--- src/rtl/streamer_seq_pkg.sv ---
// streamer_seq_pkg: op codes, FSM states and done status codes for the streamer sequencer.
package streamer_seq_pkg;
  typedef enum logic [1:0] {OP_SAVE = 2'b00, OP_RESTORE = 2'b01, OP_CLEAR = 2'b10, OP_RSVD = 2'b11} op_e;
  typedef enum logic [2:0] {ST_IDLE, ST_CLR, ST_INIT, ST_WAIT, ST_DONE} state_e;
  typedef enum logic [1:0] {STS_OK = 2'b00, STS_ERR = 2'b01, STS_TIMEOUT = 2'b10} status_e;
endpackage

--- src/rtl/streamer_slot_decode.sv ---
// streamer_slot_decode: slot index to one-hot slot vector, gated by an enable.
module streamer_slot_decode #(
  parameter int NUM_SLOTS      = 4,
  parameter int SLOT_IDX_WIDTH = 2
) (
  input  logic [SLOT_IDX_WIDTH-1:0] slot_i,
  input  logic                      en_i,
  output logic [NUM_SLOTS-1:0]      onehot_o
);
  for (genvar s = 0; s < NUM_SLOTS; s++) begin : g_dec
    assign onehot_o[s] = en_i && (32'(slot_i) == 32'(s));
  end
endmodule

--- src/rtl/streamer_seq_ctrl.sv ---
// streamer_seq_ctrl: sequences reset/init strobes and completion for one streamer slot at a time.
// Optional WAIT watchdog is built when STREAMER_SEQ_TIMEOUT_EN is defined.
module streamer_seq_ctrl
  import streamer_seq_pkg::*;
#(
  parameter int NUM_SLOTS      = 4,
  parameter int SLOT_IDX_WIDTH = 2
`ifdef STREAMER_SEQ_TIMEOUT_EN
  ,
  parameter int TIMEOUT_CYCLES = 65535,
  parameter int TMO_WIDTH      = 16
`endif
) (
  input  logic                      clk,
  input  logic                      reset,
  input  logic                      cmd_valid,
  output logic                      cmd_ready,
  input  logic [1:0]                cmd_op,
  input  logic [SLOT_IDX_WIDTH-1:0] cmd_slot,
  output logic [NUM_SLOTS-1:0]      store_reset,
  output logic [NUM_SLOTS-1:0]      load_reset,
  output logic [NUM_SLOTS-1:0]      store_init,
  output logic [NUM_SLOTS-1:0]      load_init,
  input  logic [NUM_SLOTS-1:0]      fin_store,
  input  logic [NUM_SLOTS-1:0]      load_last,
  output logic                      busy,
  output logic                      done,
  output logic [1:0]                done_status
);
  state_e                    state_q, state_d;
  op_e                       op_q, op_d;
  status_e                   status_q, status_d;
  logic [SLOT_IDX_WIDTH-1:0] slot_q, slot_d;
  logic [NUM_SLOTS-1:0]      slot_oh;
  logic first_q, fin_sel, last_sel, evt, tmo_hit, legal;
  logic sr_en, lr_en, si_en, li_en;
  assign cmd_ready   = state_q == ST_IDLE;
  assign busy        = !cmd_ready;
  assign done_status = status_q;
  assign legal       = cmd_op != OP_RSVD && 32'(cmd_slot) < NUM_SLOTS;
  always_comb begin
    fin_sel  = 1'b0;
    last_sel = 1'b0;
    for (int i = 0; i < NUM_SLOTS; i++) begin
      fin_sel  = fin_sel | (fin_store[i] & (32'(slot_q) == 32'(i)));
      last_sel = last_sel | (load_last[i] & (32'(slot_q) == 32'(i)));
    end
  end
  // A stale fin_store from an earlier save is still visible in the first WAIT cycle.
  assign evt = op_q == OP_SAVE ? fin_sel && !first_q : last_sel;
`ifdef STREAMER_SEQ_TIMEOUT_EN
  logic [TMO_WIDTH-1:0] tmo_q;
  assign tmo_hit = tmo_q == TMO_WIDTH'(TIMEOUT_CYCLES - 1);
  always_ff @(posedge clk or posedge reset) begin
    if (reset) tmo_q <= '0;
    else tmo_q <= state_q == ST_WAIT ? tmo_q + 1'b1 : '0;
  end
`else
  assign tmo_hit = 1'b0;
`endif
  always_comb begin
    state_d  = state_q;
    op_d     = op_q;
    slot_d   = slot_q;
    status_d = status_q;
    case (state_q)
      ST_IDLE: if (cmd_valid) begin
        op_d   = op_e'(cmd_op);
        slot_d = cmd_slot;
        if (legal) state_d = ST_CLR;
        else begin
          state_d  = ST_DONE;
          status_d = STS_ERR;
        end
      end
      ST_CLR: if (op_q == OP_CLEAR) begin
        state_d  = ST_DONE;
        status_d = STS_OK;
      end else state_d = ST_INIT;
      ST_INIT: state_d = ST_WAIT;
      ST_WAIT: if (evt) begin
        state_d  = ST_DONE;
        status_d = STS_OK;
      end else if (tmo_hit) begin
        state_d  = ST_DONE;
        status_d = STS_TIMEOUT;
      end
      default: state_d = ST_IDLE;
    endcase
  end
  // Strobes are registered, so they are decoded from the state being entered.
  assign sr_en = state_d == ST_CLR && op_d != OP_RESTORE;
  assign lr_en = state_d == ST_CLR && op_d != OP_SAVE;
  assign si_en = state_d == ST_INIT && op_d == OP_SAVE;
  assign li_en = state_d == ST_INIT && op_d == OP_RESTORE;
  streamer_slot_decode #(.NUM_SLOTS(NUM_SLOTS), .SLOT_IDX_WIDTH(SLOT_IDX_WIDTH)) u_dec (
    .slot_i   (slot_d),
    .en_i     (state_d == ST_CLR || state_d == ST_INIT),
    .onehot_o (slot_oh)
  );
  always_ff @(posedge clk or posedge reset) begin
    if (reset) begin
      state_q     <= ST_IDLE;
      op_q        <= OP_SAVE;
      slot_q      <= '0;
      status_q    <= STS_OK;
      first_q     <= 1'b0;
      done        <= 1'b0;
      store_reset <= '0;
      load_reset  <= '0;
      store_init  <= '0;
      load_init   <= '0;
    end else begin
      state_q     <= state_d;
      op_q        <= op_d;
      slot_q      <= slot_d;
      status_q    <= status_d;
      first_q     <= state_q == ST_INIT;
      done        <= state_d == ST_DONE;
      store_reset <= slot_oh & {NUM_SLOTS{sr_en}};
      load_reset  <= slot_oh & {NUM_SLOTS{lr_en}};
      store_init  <= slot_oh & {NUM_SLOTS{si_en}};
      load_init   <= slot_oh & {NUM_SLOTS{li_en}};
    end
  end
endmodule

--- config.mk ---
export PLATFORM = sky130hd
export DESIGN_NAME = streamer_seq_ctrl
export DESIGN_NICKNAME = d
export VERILOG_FILES = /design/src/rtl/streamer_seq_pkg.sv /design/src/rtl/streamer_slot_decode.sv /design/src/rtl/streamer_seq_ctrl.sv
export SDC_FILE = /design/constraint.sdc
export NUM_CORES = 1
export LEC_CHECK = 0
export ABC_AREA = 1
export CORE_AREA = 4 4 64 66
export DETAILED_ROUTE_END_ITERATION = 8
export DIE_AREA = 0 0 68 70
export GPL_TIMING_DRIVEN = 0
export RECOVER_POWER = 100
export REMOVE_ABC_BUFFERS = 1
export SETUP_SLACK_MARGIN = 0.5
export SYNTH_ARGS = -nofsm -noshare
export SYNTH_HDL_FRONTEND = slang
export SYNTH_SLANG_ARGS = --single-unit
--- constraint.sdc ---
create_clock -name clk -period 1.95 [get_ports clk]
set_input_delay 0.39 -clock clk [delete_from_list [all_inputs] [get_ports clk]]
set_output_delay 0.39 -clock clk [all_outputs]
set_load 0.05 [all_outputs]
# ---- Yosys cells after proc, flatten, opt, wreduce, memory -nomap -nowiden
# Index checks and enable logic that the tools add are counted.
# Widths: inputs -> output; s select.
dict set report totals {
  out_inout_bits 21
  word_cells 83
  reg_bits 27
  inputBits 15
}
dict set report classes {
  reduce_logical 20
  n_mux 15
  n_eq_ne 20
  n_bitwise 18
}
# op count
set ops {}
lappend ops {{$and 4x4->4} 4}
lappend ops {{$mux 2} 8}
lappend ops {{$mux 3} 4}
lappend ops {{$pmux 3 s4} 1}
lappend ops {{$eq 2x2->1 const B} 5}
lappend ops {{$ne 2x2->1 const B} 5}
lappend ops {{$eq 3x2->1 const B} 3}
lappend ops {{$logic_and 1x1->1} 9}
lappend ops {{$and 1x1->1} 8}
lappend ops {{$logic_not 2->1} 4}
lappend ops {{$eq 2x1->1 const B} 3}
lappend ops {{$eq 3x1->1 const B} 2}
lappend ops {{$or 1x1->1} 6}
lappend ops {{$pmux 2 s3} 1}
lappend ops {{$reduce_and 5->1} 1}
lappend ops {{$eq 3x3->1 const B} 1}
lappend ops {{$logic_not 3->1} 1}
lappend ops {{$reduce_bool 3->1} 1}
lappend ops {{$logic_not 1->1} 2}
lappend ops {{$ne 2x1->1 const B} 1}
lappend ops {{$reduce_bool 2->1} 1}
lappend ops {{$logic_or 1x1->1} 1}
lappend ops {{$mux 1} 1}

# ---- Depth between registers and ports, before layout
# Gate-level depths: netlist (run 1).
dict set report logic_depth {
  ltp_word 13
  depth_mapped 9
  mapped_depth_nobuf 9
}

# ---- Hierarchy
# A second synthesis (run 1) with hierarchy kept.
dict set report unflattened {
  cells_unflattened 125
  area_unflattened_um2 1122.3
}
# module area_per_inst_um2 seq_area_each_um2 instances cells_each
set by_module_without_submodules {}
lappend by_module_without_submodules {streamer_seq_ctrl 1092.3 650.6 1 117}
lappend by_module_without_submodules {streamer_slot_decode 30.0 0.0 1 8}

# ---- Worst setup path before layout (run 1)
# Ideal clock, no wire load.
dict set report synth_timing {
  kind {reg2out}
  start {register state_q[1]}
  end {output port cmd_ready}
  arrival_ns 1.024
  path_buffers 0
  path_stages_with_launch 4
  path_slack_ns 0.536
  required_time_ns 1.560
  cell_sequence {dfrtp_1 > nor2_4 > nand2_4 > inv_1}
}
dict set report synth_between {
  elab_chain_cells 1
}
# item line_no
set synth_rtl {}
lappend synth_rtl {{start, declared} streamer_seq_ctrl.sv:30} ;# state_e state_q, state_d;
lappend synth_rtl {{start signal, assigned} streamer_seq_ctrl.sv:114} ;# state_q <= state_d;
lappend synth_rtl {{$logic_not 3->1} streamer_seq_ctrl.sv:37} ;# assign cmd_ready = state_q == ST_IDLE;
lappend synth_rtl {{end, declared} streamer_seq_ctrl.sv:17} ;# output logic cmd_ready,
# No other way between the ends.

# ---- Final worst setup path (run 1)
# Ends and elaborated chain as after synthesis.

==> results of run 1 <==
## stage by stage
step           area, um2  power [mW]  setup WS (ps)   util  hold slack (ps)
4_1_cts             1590        2.37            372  0.445              482
5_1_grt             1560        2.67            169  0.435              502
2_1_floorplan       1110        1.64            536      -              430
6_report            1560        2.49            281  0.435              481
3_3_place_gp        1510        1.95            115  0.421              463
3_5_place_dp        1510        1.98            102  0.421              465
## layout make-up
type	count	area, um2	share of cell area
clock buffer	3	22.5	0.0145
tap	48	60.1	0.0386
clock inverter	1	30.0	0.0193
inverter	18	75.1	0.0482
multi-input combinational	69	457	0.293
timing repair buffer	39	263	0.169
sequential	26	651	0.418
## cell families (layout without fill, tap and decap cells)
| group | after synthesis | in the layout |
|---|---|---|
| simple gates | 60 | 60 |
| flops | 26 | 26 |
| buf+inv | 19 | 61 |
| compound gates | 8 | 8 |
| other cells | 1 | 1 |
## registers in the layout, indices dropped and copies added, names as in the netlist
| register | count |
|---|---|
| op_q | 2 |
| state_q | 3 |
| first_q | 1 |
| load_reset | 4 |
| load_init | 4 |
| done | 1 |
| done_status | 1 |
| store_reset | 4 |
| slot_q | 2 |
| store_init | 4 |
## cells in the mapped netlist (all sizes together)
library cell	instances
dfrtp	26
nand2	24
nor2	20
inv	18
nand3	12
o21ai	6
nand3b	2
nor3	2
a21oi	1
buf	1
conb	1
o31ai	1
## path summary, 6_finish.rpt
| path | to | cells after the start | startpoint |
|---|---|---|---|
| setup / recovery | cmd_ready | 4 | state_q[1]$_DFF_PP0_ |
| min in group asynchronous | store_init[0]$_DFF_PP0_ | 2 | reset |
| max in group asynchronous | load_reset[0]$_DFF_PP0_ | 2 | reset |
| hold reg to reg | first_q$_DFF_PP0_ | 1 | state_q[0]$_DFF_PP0_ |
| hold / removal | first_q$_DFF_PP0_ | 1 | state_q[0]$_DFF_PP0_ |
| setup reg to reg | store_init[2]$_DFF_PP0_ | 7 | state_q[1]$_DFF_PP0_ |
## timing repair
action                     CTS  global route
buffers inserted             1             4
gates resized for setup     72            66
setup endpoints to repair   28            38
pin swaps                    1            10
## where the power goes
part	total, mW	leakage (nW)	switching, mW	internal, mW
logic	1.38	0.386	0.969	0.409
registers	0.752	0.344	0.0848	0.667
clock network	0.357	0.0279	0.149	0.208
## per-layer routing
metal / vias up / wire length, um / GRT usage
met5: - / 0 / 0
met4: 0 / 5 / 0.0265
met3: 2 / 189 / 0.0514
met2: 19 / 1240 / 0.184
met1: 420 / 1010 / 0.126
li1: 435 / - / -
==> key figures, run 1 <==
STA
  • Slew Viols, Final: 0
  • Fin crit share: 0.856
  • Tmin final: about 1700 ps
  • Worst slew pin tran: ~950 ps
  • Hold Violations, Final: 0
  • Fmax: 599 MHz
  • Post-route setup TNS: 0 ps
  • RSZ-0062 raised after global routing: true
  • Clock Skew: 7.88 ps
  • # setup viols final: 0
  • Slew headroom: 0.368

Layout
  • Fin cells: 204
  • Commonest non-fill, non-tap cell in the layout: dfrtp_1
  • Layout cells sized above 1: 0.263
  • Fin nets: 172
  • Commonest non-fill, non-tap cells in the layout: 26 x dfrtp_1, 18 x clkbuf_1, 16 x nand2_1, 15 x inv_1, 13 x clkdlybuf4s50_1
  • Ant diodes: 0
  • Fillers: 363
  • Layout area overhead: 39.9%

Synthesis
  • Mapped Cells: 114
  • Synth Register Bits: 26
  • Synth unique cells: 21
  • Post-Synth Simple-Gate Area: 0.278
  • Ranking of synthesized cells by area: dfrtp_1 58%, nor2_1 6.1%, nand2_1 5.4%
  • Synth Area per Inst: slightly below 10 um2
  • YS warnings: 0
  • Post-synthesis compound-gate area fraction: 0.0652
  • Adder-Cell Fraction of Synth Area: 0
  • Top cell type's share of synthesized area: 0.584
  • Largest area contributor in the netlist: dfrtp_1
  • Post-synthesis mux area share: 0
  • Post-synthesis xor/xnor area fraction: 0
  • Mapped Area: 1110 um2
  • Largest family of logic cells by synthesized area: simple AND/OR/NAND/NOR gates
  • Seq/Total Area, Yosys: 0.584

Worst setup path
  • Crit Path Max Fanout: 3
  • Max stage delay on crit path: between 400 and 500 ps
  • Crit path DAT: between 1000 and 1500 ps
  • CP Data Required Time: 1560 ps
  • Critical path, cell by cell: nor2_4, nand2_4, inv_2, clkbuf_2
  • Max stage delay cell, worst path: dfrtp_1
  • Worst Setup End Kind: output port
  • CP top delay family: flip-flops
  • Setup CP Type: register to output port
  • Internal reg-to-reg setup slack: 290 ps
  • Critical Path Source Type: register
  • Buffers and inverters on the worst path: 2

Clock tree
  • Hold buffer count at CTS: 0
  • Root Buffer: clkbuf_4
  • Clk slew on worst S/H paths: around 130 ps
  • CTS sink cnt: 26
  • H-tree Lvls: 1
  • Clock buffer depth: 2
  • CTS tree: yes
  • Worst-Skew Late Latency: between 300 and 400 ps
  • CTS Buf Count: 3

Route
  • Vias after detailed routing: 876
  • Final routed DRC violation total: 0
  • DR WL/cell: 12.0 um
  • Drt first pass iters: 2
  • ANT nets after route: 0
  • Via/cell ratio: 4.29
  • Drt first-iter violations: 11
  • Routed WL: 2.44 mm

Global routing
  • Vias in the first global route: 933
  • Total GRT Usage: 0.111
  • Initial antenna violation count: 0
  • Global route overflow: 0
  • First-pass GRT wire length: 4.04 mm
  • Pin count of the biggest net entering global routing: 27

Floorplan
  • Die Wd: 68 um
  • Die H: 70 um
  • Core area: 3580 um2
  • Io pins: 36
  • Core Rows: 22
  • Die area: 4760 um2
  • Initial Utilization: 0.311

Run status
  • Run status: finished clean

Power
  • Leak: 0.757 nW
  • Power density cells: 1600 nW/um2
  • Peak VDD IR: around 0.68 mV

Placed design
  • # port buffers: 34
  • Post-DP HPWL: 1.86 mm
  • Placer Congestion: a little over 0.7
  • Dpl cells: 195

Hold path
  • Worst hold path class: register to register

Run
  • Max Cap Viol: 0
Note: power is estimated with default switching activity, not from simulation.
==> run 2: changes to the inputs <==
- PLACE_DENSITY_LB_ADDON: unset -> 0.25
- clock period: 1.95 -> 2.1 ns (I/O delays scaled with it)
==> key figures, run 2 (synthesis results as in run 1) <==
Worst setup path
  • Critical path, cell by cell: nor2_1, nand2_4, inv_2, clkbuf_2
  • Reg2reg path depth: 9
  • CP top delay family: flip-flops
  • Crit path DAT: 1350 ps
  • Internal reg-to-reg setup slack: roughly 380 ps
  • Max stage delay cell, worst path: dfrtp_1
  • Critical Path Source Type: register
  • Setup CP Type: register to output port
  • CP Data Required Time: 1680 ps
  • WP depth: 4
  • Reg2reg end: load_init[0]$_DFF_PP0_
  • Worst Setup End Kind: output port
  • Reg-to-Reg Start: state_q[1]$_DFF_PP0_
  • Crit Path Max Fanout: 3
  • Buffers and inverters on the worst path: 2
  • Max stage delay on crit path: 400 ps

Global routing
  • Initial antenna violation count: 0
  • First-pass GRT wire length: 3.75 mm
  • Global route overflow: 0
  • Total GRT Usage: 0.103
  • Vias in the first global route: roughly 870
  • Pin count of the biggest net entering global routing: 27

Floorplan
  • Core Rows: 22
  • Initial Utilization: 0.311
  • Die H: about 70 um
  • Core area: between 3000 and 4000 um2
  • Die Wd: 68 um
  • Io pins: 36
  • Die area: ~4800 um2

STA
  • Final Worst Setup Slack: 332 ps
  • Worst slew pin tran: between 900 and 1000 ps
  • Fin crit share: 0.842
  • RSZ-0062 raised after global routing: true
  • Slew Viols, Final: 0
  • Hold Violations, Final: 0
  • Post-route setup TNS: 0 ps
  • Tmin final: 1770 ps
  • Slew headroom: 0.366
  • Fmax: 566 MHz
  • Clock Skew: 11.9 ps
  • # setup viols final: 0

Layout
  • Commonest non-fill, non-tap cells in the layout: 26 x dfrtp_1, 18 x nor2_1, 18 x clkbuf_1, 16 x inv_1, 16 x nand2_1
  • Fillers: 389
  • Commonest non-fill, non-tap cell in the layout: dfrtp_1
  • Layout cells sized above 1: 0.163
  • Fin nets: 169
  • Layout Utilization: 0.411
  • Ant diodes: 0
  • FF+latch area: 651 um2
  • Layout area overhead: 32.0%
  • Multi-input gate area: 402 um2

Run
  • Max Cap Viol: 0

Hold path
  • Worst hold path class: register to register
  • Hold Crit Start: state_q[0]$_DFF_PP0_
  • Worst Hold Path Cells: 1
  • Hold endpoint: first_q$_DFF_PP0_

Route
  • Vias after detailed routing: 835
  • Routed WL: roughly 2.4 mm
  • Drt first-iter violations: 44
  • Drt first pass iters: 4
  • ANT nets after route: 0
  • Final routed DRC violation total: 0
  • Via/cell ratio: 4.15
  • DR WL/cell: around 12 um

Clock tree
  • CTS sink cnt: 26
  • Clock buffer depth: 2
  • Clk slew on worst S/H paths: 140 ps
  • Hold buffer count at CTS: 0
  • CTS Buf Count: 3
  • H-tree Lvls: 1
  • Root Buffer: clkbuf_4
  • CTS tree: yes
  • Worst-Skew Late Latency: 330 ps

Placed design
  • Post-DP HPWL: 1.80 mm
  • # port buffers: 34
  • Placer Congestion: 0.688
  • DP Worst Slack: 197 ps

Power
  • Peak VDD IR: 0.383 mV
  • Leak: 0.728 nW
  • Power density cells: 1460 nW/um2

Run status
  • Run status: finished clean
-- run 2: cell types whose count changed in the layout (fill, tap and decap cells not counted), sizes merged --
cell    delta
buf        -2
clkbuf     -1
-- run 2: how the worst max path moves through the flow --
| stage | startpoint | end | slack (ps) |
|---|---|---|---|
| finish | state_q[1]$_DFF_PP0_ | cmd_ready | 330 |
| global route | state_q[2]$_DFF_PP0_ | load_init[0]$_DFF_PP0_ | 250 |
| CTS | state_q[2]$_DFF_PP0_ | cmd_ready | 480 |
| detailed placement | state_q[2]$_DFF_PP0_ | cmd_ready | 200 |
| global placement | state_q[2]$_DFF_PP0_ | cmd_ready | 230 |
| floorplan | state_q[1]$_DFF_PP0_ | cmd_ready | 660 |
-- run 2: final cells by class --
type	count	share of cell area
clock buffer	3	0.0153
clock inverter	1	0.0204
inverter	18	0.0494
multi-input combinational	69	0.273
sequential	26	0.443
tap	48	0.0409
timing repair buffer	36	0.158
-- run 2: metal layers --
metal  vias up  GRT usage  wire length (um)
li1        425          -                 -
met1       387      0.124              1040
met2        19      0.178              1170
met3         4     0.0145               115
met4         0     0.0397                33
met5         -          0                 0
-- run 2: stage by stage --
stage / cells / hold slack (ps) / area [um2] / total power, mW
3_5_place_dp: 195 / 469 / 1510 / 1.84
2_1_floorplan: 113 / 444 / 1110 / 1.53
6_report: 201 / 490 / 1470 / 2.14
5_1_grt: 201 / 530 / 1470 / 2.28
3_3_place_gp: 195 / 469 / 1510 / 1.82
4_1_cts: 201 / 487 / 1580 / 2.19
-- run 2: power by group --
part | leakage, nW | switching (mW) | internal (mW)
Combinational | 0.357 | 0.811 | 0.297
Clock | 0.0279 | 0.157 | 0.193
Sequential | 0.344 | 0.0655 | 0.619
-- run 2: what timing repair did --
action / CTS / global route
endpoints found under the setup margin: 20 / 26
pin swaps: 1 / 2
buffers inserted: 2 / 0
resized for setup: 55 / 26
cloned: 0 / 0
